## src/rtl/instr_fetch.sv

```systemverilog
// Instruction fetch stage: PC register, combinational ROM addressing and the IF/ID
// pipeline register with stall, flush, branch redirect and a small boot FSM.
module instr_fetch #(
  parameter int          ROM_DEPTH = 1024,
  parameter logic [31:0] RESET_PC  = 32'h0000_0000,
  parameter logic [31:0] NOP_INSTR = 32'h0000_0013,
  localparam int         AW        = $clog2(ROM_DEPTH)
) (
  input  logic          CLK,
  input  logic          RESET,
  input  logic          STALL,
  input  logic          FLUSH,
  input  logic          BRANCH_TAKEN,
  input  logic [31:0]   BRANCH_TARGET,
  output logic [AW-1:0] ROM_ADDR,
  input  logic [31:0]   ROM_DATA,
  output logic [31:0]   PC_IF,
  output logic [31:0]   INSTR_ID,
  output logic [31:0]   PC_ID,
  output logic [31:0]   PC4_ID,
  output logic          VALID_ID,
  output logic          MISALIGN_ERR,
  output logic [31:0]   FETCH_CNT
);

  typedef enum logic {BOOT, RUN} state_t;

  state_t      state_q, state_d;
  logic [31:0] pc_q, pc_d;
  logic [31:0] instr_q, instr_d;
  logic [31:0] pc_id_q, pc_id_d;
  logic [31:0] pc4_id_q, pc4_id_d;
  logic        valid_q, valid_d;
  logic        err_q, err_d;
  logic [31:0] cnt_q, cnt_d;
  logic [31:0] pc_plus4;

  assign pc_plus4 = pc_q + 32'd4;

  // Boot leaves only on the first unstalled edge; the IF/ID load on that edge
  // is the ordinary fetch of the PC, which still holds RESET_PC.
  always_comb begin
    state_d = state_q;
    case (state_q)
      BOOT:    if (!STALL) state_d = RUN;
      RUN:     state_d = RUN;
      default: state_d = BOOT;
    endcase
  end

  always_comb begin
    pc_d = pc_q;
    if (BRANCH_TAKEN)  pc_d = {BRANCH_TARGET[31:2], 2'b00};
    else if (!STALL)   pc_d = pc_plus4;
  end

  assign err_d = err_q | (BRANCH_TAKEN & (BRANCH_TARGET[1:0] != 2'b00));

  always_comb begin
    instr_d  = instr_q;
    pc_id_d  = pc_id_q;
    pc4_id_d = pc4_id_q;
    valid_d  = valid_q;
    cnt_d    = cnt_q;
    if (FLUSH) begin
      instr_d = NOP_INSTR;
      valid_d = 1'b0;
    end else if (!STALL) begin
      instr_d  = ROM_DATA;
      pc_id_d  = pc_q;
      pc4_id_d = pc_plus4;
      valid_d  = 1'b1;
      if (cnt_q != 32'hFFFF_FFFF) cnt_d = cnt_q + 32'd1;
    end
  end

  always_ff @(posedge CLK or posedge RESET) begin
    if (RESET) begin
      state_q  <= BOOT;
      pc_q     <= RESET_PC;
      instr_q  <= NOP_INSTR;
      pc_id_q  <= 32'd0;
      pc4_id_q <= 32'd0;
      valid_q  <= 1'b0;
      err_q    <= 1'b0;
      cnt_q    <= 32'd0;
    end else begin
      state_q  <= state_d;
      pc_q     <= pc_d;
      instr_q  <= instr_d;
      pc_id_q  <= pc_id_d;
      pc4_id_q <= pc4_id_d;
      valid_q  <= valid_d;
      err_q    <= err_d;
      cnt_q    <= cnt_d;
    end
  end

  assign ROM_ADDR     = pc_q[AW+1:2];
  assign PC_IF        = pc_q;
  assign INSTR_ID     = instr_q;
  assign PC_ID        = pc_id_q;
  assign PC4_ID       = pc4_id_q;
  assign VALID_ID     = valid_q;
  assign MISALIGN_ERR = err_q;
  assign FETCH_CNT    = cnt_q;

endmodule

```

## config.mk

```make
export PLATFORM = sky130hd
export DESIGN_NAME = instr_fetch
export DESIGN_NICKNAME = d
export VERILOG_FILES = /design/src/rtl/instr_fetch.sv
export SDC_FILE = /design/constraint.sdc
export NUM_CORES = 1
export LEC_CHECK = 0
export BUFFER_PORTS_ARGS = -buffer_cell sky130_fd_sc_hd__buf_2
export CORE_ASPECT_RATIO = 1.1
export CORE_MARGIN = 4
export CORE_UTILIZATION = 50
export CTS_BUF_LIST = sky130_fd_sc_hd__clkbuf_8
export DETAILED_ROUTE_END_ITERATION = 10
export PLACE_DENSITY = 0.85
export SLEW_MARGIN = 20
export SYNTH_ARGS = -nofsm -noshare
export SYNTH_HDL_FRONTEND = slang
export SYNTH_SLANG_ARGS = --single-unit
```

## constraint.sdc

```tcl
create_clock -name CLK -period 6 [get_ports CLK]
set_input_delay 0.3 -clock CLK [delete_from_list [all_inputs] [get_ports CLK]]
set_output_delay 0.3 -clock CLK [all_outputs]
set_load 0.03 [all_outputs]
```

* Word level (Yosys, flattened, before mapping)
Cells that the tools add are included.
** Operators by class
- Add/sub/neg operators :: 2
- Div/mod/pow operators :: 0
- Reduce and logical (&&, ||, !) cells :: 3
- Eq/ne operators :: 3
- Bitwise logic cells :: 4
- Shift-type cells :: 0
- $mul :: 0
- Mux-type cells :: 6
- $lt $le $gt $ge :: 0
** Operators with widths (count)
- 32-bit 2-to-1 mux :: 4
- 32-bit by 1-bit adder with 32-bit output, second input constant :: 1
- 32-bit by 3-bit adder with 32-bit output, second input constant :: 1
- 32-bit != test, second input constant :: 1
- 2-bit by 1-bit != test with 1-bit output, second input constant :: 2
- 3-bit AND reduction :: 1
- 1-bit 2-to-1 mux :: 2
- 1-bit inverter :: 2
- 2-bit AND reduction :: 1
- 2-bit nonzero test :: 1
- 1-bit bitwise AND :: 1
- 1-bit OR :: 1
** Storage, ports and cells
- Latch bits :: 0
- Output and inout bits :: 172
- Bits in read-only memories :: 0
- Memories :: 0
- Bits in writable memories :: 0
- Register bits after elaboration :: 162
- Input bits :: 69
- Word-level logic and storage cells :: 25

* Depth between registers and ports, before layout
- Depth in word-level cells :: 3
- Gate-level depth with buffers :: 7
- Depth with buffers taken out :: 6

* Worst setup path before layout
Ideal clock, no wire load.
- Path kind :: register -> register
- Start :: register cnt_q[13] (netlist: FETCH_CNT[13])
- End :: register cnt_q[1] (netlist: FETCH_CNT[1])
- Data arrival time :: 2.007 ns
- Cell stages (with the launch flop) :: 6
- Data required time :: 5.875 ns
- Setup time :: 0.125 ns
- Path slack :: 3.868 ns
- Path buffers :: 0
- Path through :: dfrtp_1 nand4_1 nor4_4 nand4b_2 nand2_1 mux2_2
** On the way
- Cells in the longest elaborated chain, start to end :: 2
** Ends and longest elaborated chain
- start: declaration :: RTL line 35 : logic [31:0] cnt_q, cnt_d;
- start signal: assignment :: RTL line 95 : cnt_q <= cnt_d;
- 32-bit != test :: RTL line 73 : if (cnt_q != 32'hFFFF_FFFF) cnt_d = cnt_q + 32'd1;
- 3-bit AND reduction (no line)
No other way between the ends.
A chain may end at the register's enable or synchronous reset.

* Worst setup path in the final report
- Start :: register pc_q[2] (netlist: PC_IF[2])
- End :: register pc_q[26] (netlist: PC_IF[26])
** On the way
- Cells in the longest elaborated chain, start to end :: 3
** Ends and longest elaborated chain
- start: declaration :: RTL line 29 : logic [31:0] pc_q, pc_d;
- start signal: assignment :: RTL line 89 : pc_q <= pc_d;
- 32-bit by 3-bit adder with 32-bit output :: RTL line 38 : assign pc_plus4 = pc_q + 32'd4;
- 32-bit 2-to-1 mux :: RTL line 54 : else if (!STALL) pc_d = pc_plus4;
- 32-bit 2-to-1 mux :: RTL line 53 : if (BRANCH_TAKEN) pc_d = {BRANCH_TARGET[31:2], 2'b00};
No other way between the ends. The select of a mux whose other input is x is not followed.

==> results by group <==
Status
  – Outcome: complete, no violations

Finish
  – Non-filler cells, final: 1,164
  – Most frequent cells in the layout: 234 x buf_2, 173 x nand2_1, 153 x dfrtp_1
  – Register area: 3910 sq um
  – Nets: 1,030
  – Total of fill cells in the finished design: 1,235
  – Most common cell after layout, fill and taps aside: buf_2
  – Antenna Cells: 0
  – Layout cells sized above 1: between 20% and 30%
  – Finished Cell Area: 9000 sq um
  – Area delta synth->final: 22.3%
  – Area of the multi-input gates: 3130 sq um

Logic synthesis
  – Mapped Cells: 759
  – Ys Warns: 0
  – Yosys reg bits: 156
  – EDFF count, synth: 0
  – Mapped cell area: 7360 sq um
  – Synth top area cells: dfrtp_1 52%, nand2_1 8.8%, xor2_1 6.1%, xnor2_1 4.2%, mux2i_1 4.1%
  – Share of the synthesized area in the top cell type: 52.0%
  – Syn avg cell area: 9.69 sq um
  – Seq/Total Area, Yosys: 53.1%
  – Synth cell types: 45
  – Ys flop type: dfrtp_1
  – Cell taking the most area after synthesis: dfrtp_1
  – Ys async rst share: 100%

STA
  – Final Setup Violations: 0
  – Max Slew Vio Count: 0
  – Fin. Hold Viols: 0
  – RSZ-0062 raised after global routing: no
  – Final min period: 2620 ps
  – Final Skew: 12.9 ps
  – Final Hold Slack: 56.8 ps
  – Slew @ Worst Pin: 1020 ps
  – Total Neg Setup Slack: 0 ps
  – Achievable clock frequency: 0.381 GHz
  – Final worst path period share: 43.7%
  – Relative slew slack: between 30 and 40%

Placed design
  – Hpwl dp: between 10,000 and 15,000 um
  – Input/output buffers: 234
  – RePlAce Congestion: about 0.88
  – Placed Instance Area: ~8500 sq um
  – DP Cell Count: about 1,100

Floorplan
  – Initial Util: 50.9%
  – Die Y-Extent: 135 um
  – Die area: 16,700 sq um
  – Num ports: between 200 and 250
  – Row count: 46
  – Core region area: 14,400 sq um
  – Die X: 124 um

Global route
  – Initial antenna violation count: 0
  – First-pass GRT wire length: 30,700 um
  – Pin count of the biggest net entering global routing: 84
  – Total congestion overflow: 0
  – Total track usage: 23.4%
  – Vias in the first global route: 6,025

Power
  – Pwr/cell area: 315 nW/um^2
  – Worst IR Drop VDD: 0.171 mV
  – Switching power: roughly 0.00097 W
  – Seq pwr share: 45.0%
  – Clock power share: 32.3%
  – Leakage: about 4.6 nW
  – Pwr Total: 0.00283 W
  – Internal: 0.00186 W
  – Switch share: 34.3%
  – Combinational power share: 22.7%

Critical path
  – Critical path capture point type: register
  – Critical Path Start Type: register
  – WP data required: 6340 ps
  – WP data arrival: 2960 ps
  – Worst-path fanout max: 15
  – WS Path Type: register to register

Drt
  – Routed WL per cell: 16.6 um
  – Antenna-violating nets left: 0
  – DR pass1 iterations: 7
  – Post-route DRC: 0
  – Drt first-iter violations: 410
  – DR vias: 6,099
  – Final wirelength: approximately 19,000 um
  – Avg Vias per Cell: 5.24

Run
  – Max-cap violations: 0

Clocking
  – Worst skew pair latency: 450 ps
  – H-tree depth reported by CTS: 4
  – Clk root buf: clkbuf_8
  – Number of gates resized after cts: 0
  – CTS Buf Count: 17
  – Clock-pin slew on the worst setup and hold paths: 90 ps
  – CTS tree: yes
  – Clk sinks: 156
  – Clk buf depth: 2

Worst hold path
  – Hold WC Path Type: input pin to register
-- state kept, by name (all words and copies together), names as in the netlist --
name,flops
VALID_ID,1
INSTR_ID,32
PC_ID,30
PC4_ID,30
PC_IF,30
MISALIGN_ERR,1
FETCH_CNT,32
-- power by group through the flow --
stage	Combinational (W)	Sequential, W	Clock (W)
6_report	0.000642	0.00127	0.000917
5_1_grt	0.000695	0.00129	0.000976
4_1_cts	0.000650	0.00127	0.000935
3_5_place_dp	0.000650	0.00129	0
3_3_place_gp	0.000638	0.00129	0
2_1_floorplan	0.000237	0.00150	0
-- final cells by class --
cell class / count / area share [%]
clock buffer: 18 / 2.75
timing repair buffer: 240 / 13.6
tap: 192 / 2.67
sequential: 156 / 43.4
multi-input combinational: 536 / 34.7
inverter: 8 / 0.389
clock inverter: 14 / 2.42
-- synth_stat cells, types with 3 or more instances --
cell type,n
o21ai_1,12
dfrtp_1,153
xnor2_1,35
inv_1,8
o21ai_0,48
dfstp_2,3
nand4_1,29
buf_1,3
nor3_1,11
nand3_1,31
and3_1,13
and4_1,3
nor2_1,48
nor2b_1,5
a211o_1,3
nand2_1,173
clkbuf_1,36
xor2_1,51
nor4_1,8
buf_4,16
mux2i_1,30
buf_2,6
-- path summary, 6_finish.rpt --
check / start / to / slack (ps) / cells after the start
setup / recovery: PC_IF[2]$_DFFE_PP0N_ / PC_IF[26]$_DFFE_PP0N_ / 3380 / 6
hold / removal: BRANCH_TARGET[23] / PC_IF[23]$_DFFE_PP0N_ / 60 / 3
setup reg to reg: PC_IF[2]$_DFFE_PP0N_ / PC_IF[26]$_DFFE_PP0N_ / 3380 / 6
hold reg to reg: PC_ID[16]$_DFFE_PP0P_ / PC_ID[16]$_DFFE_PP0P_ / 470 / 2
max in group asynchronous: RESET / PC_ID[9]$_DFFE_PP0P_ / 4360 / 4
min in group asynchronous: RESET / PC_ID[21]$_DFFE_PP0P_ / 500 / 3
-- stage by stage --
step | worst slack (ps) | util, %
final | 3380 | 62.3
after global routing | 3030 | 62.3
after CTS | 3330 | 62.2
after detailed placement | 3230 | 59.0
after global placement | 3260 | 59.0
after floorplan | 1500 | -
-- repair_timing --
item                      CTS  global route
buffers inserted            0             0
hold buffers                1             0
hold endpoints to repair   70             0
-- logic make-up after synthesis --
| logic type | synth area share, % |
|---|---|
| buffers and inverters | 4.81 |
| xor gates and xnor gates | 10.2 |
| DFF | 53.1 |
| AOI/OAI and AO/OA | 5.10 |
| other | 0.0510 |
| muxes | 4.39 |
| adders and majority gates | 0.340 |
| and+or+nand+nor | 22.0 |
-- metal layers --
layer	up-vias	global-route usage [%]	wire length (um)
met1	2922	31.5	8100
met4	0	6.95	206
met3	15	6.85	1640
li1	2896	-	-
met5	-	0	0
met2	266	36.8	9430
-- critical path, cell delays in order (launching register included) --
cell     delay [ps]
dfrtp_1         490
ha_1            270
nand3_1         210
nor3_2          870
nand4_1         210
xnor2_1         190
mux2_2          260
(Power assumes the default switching activity.)
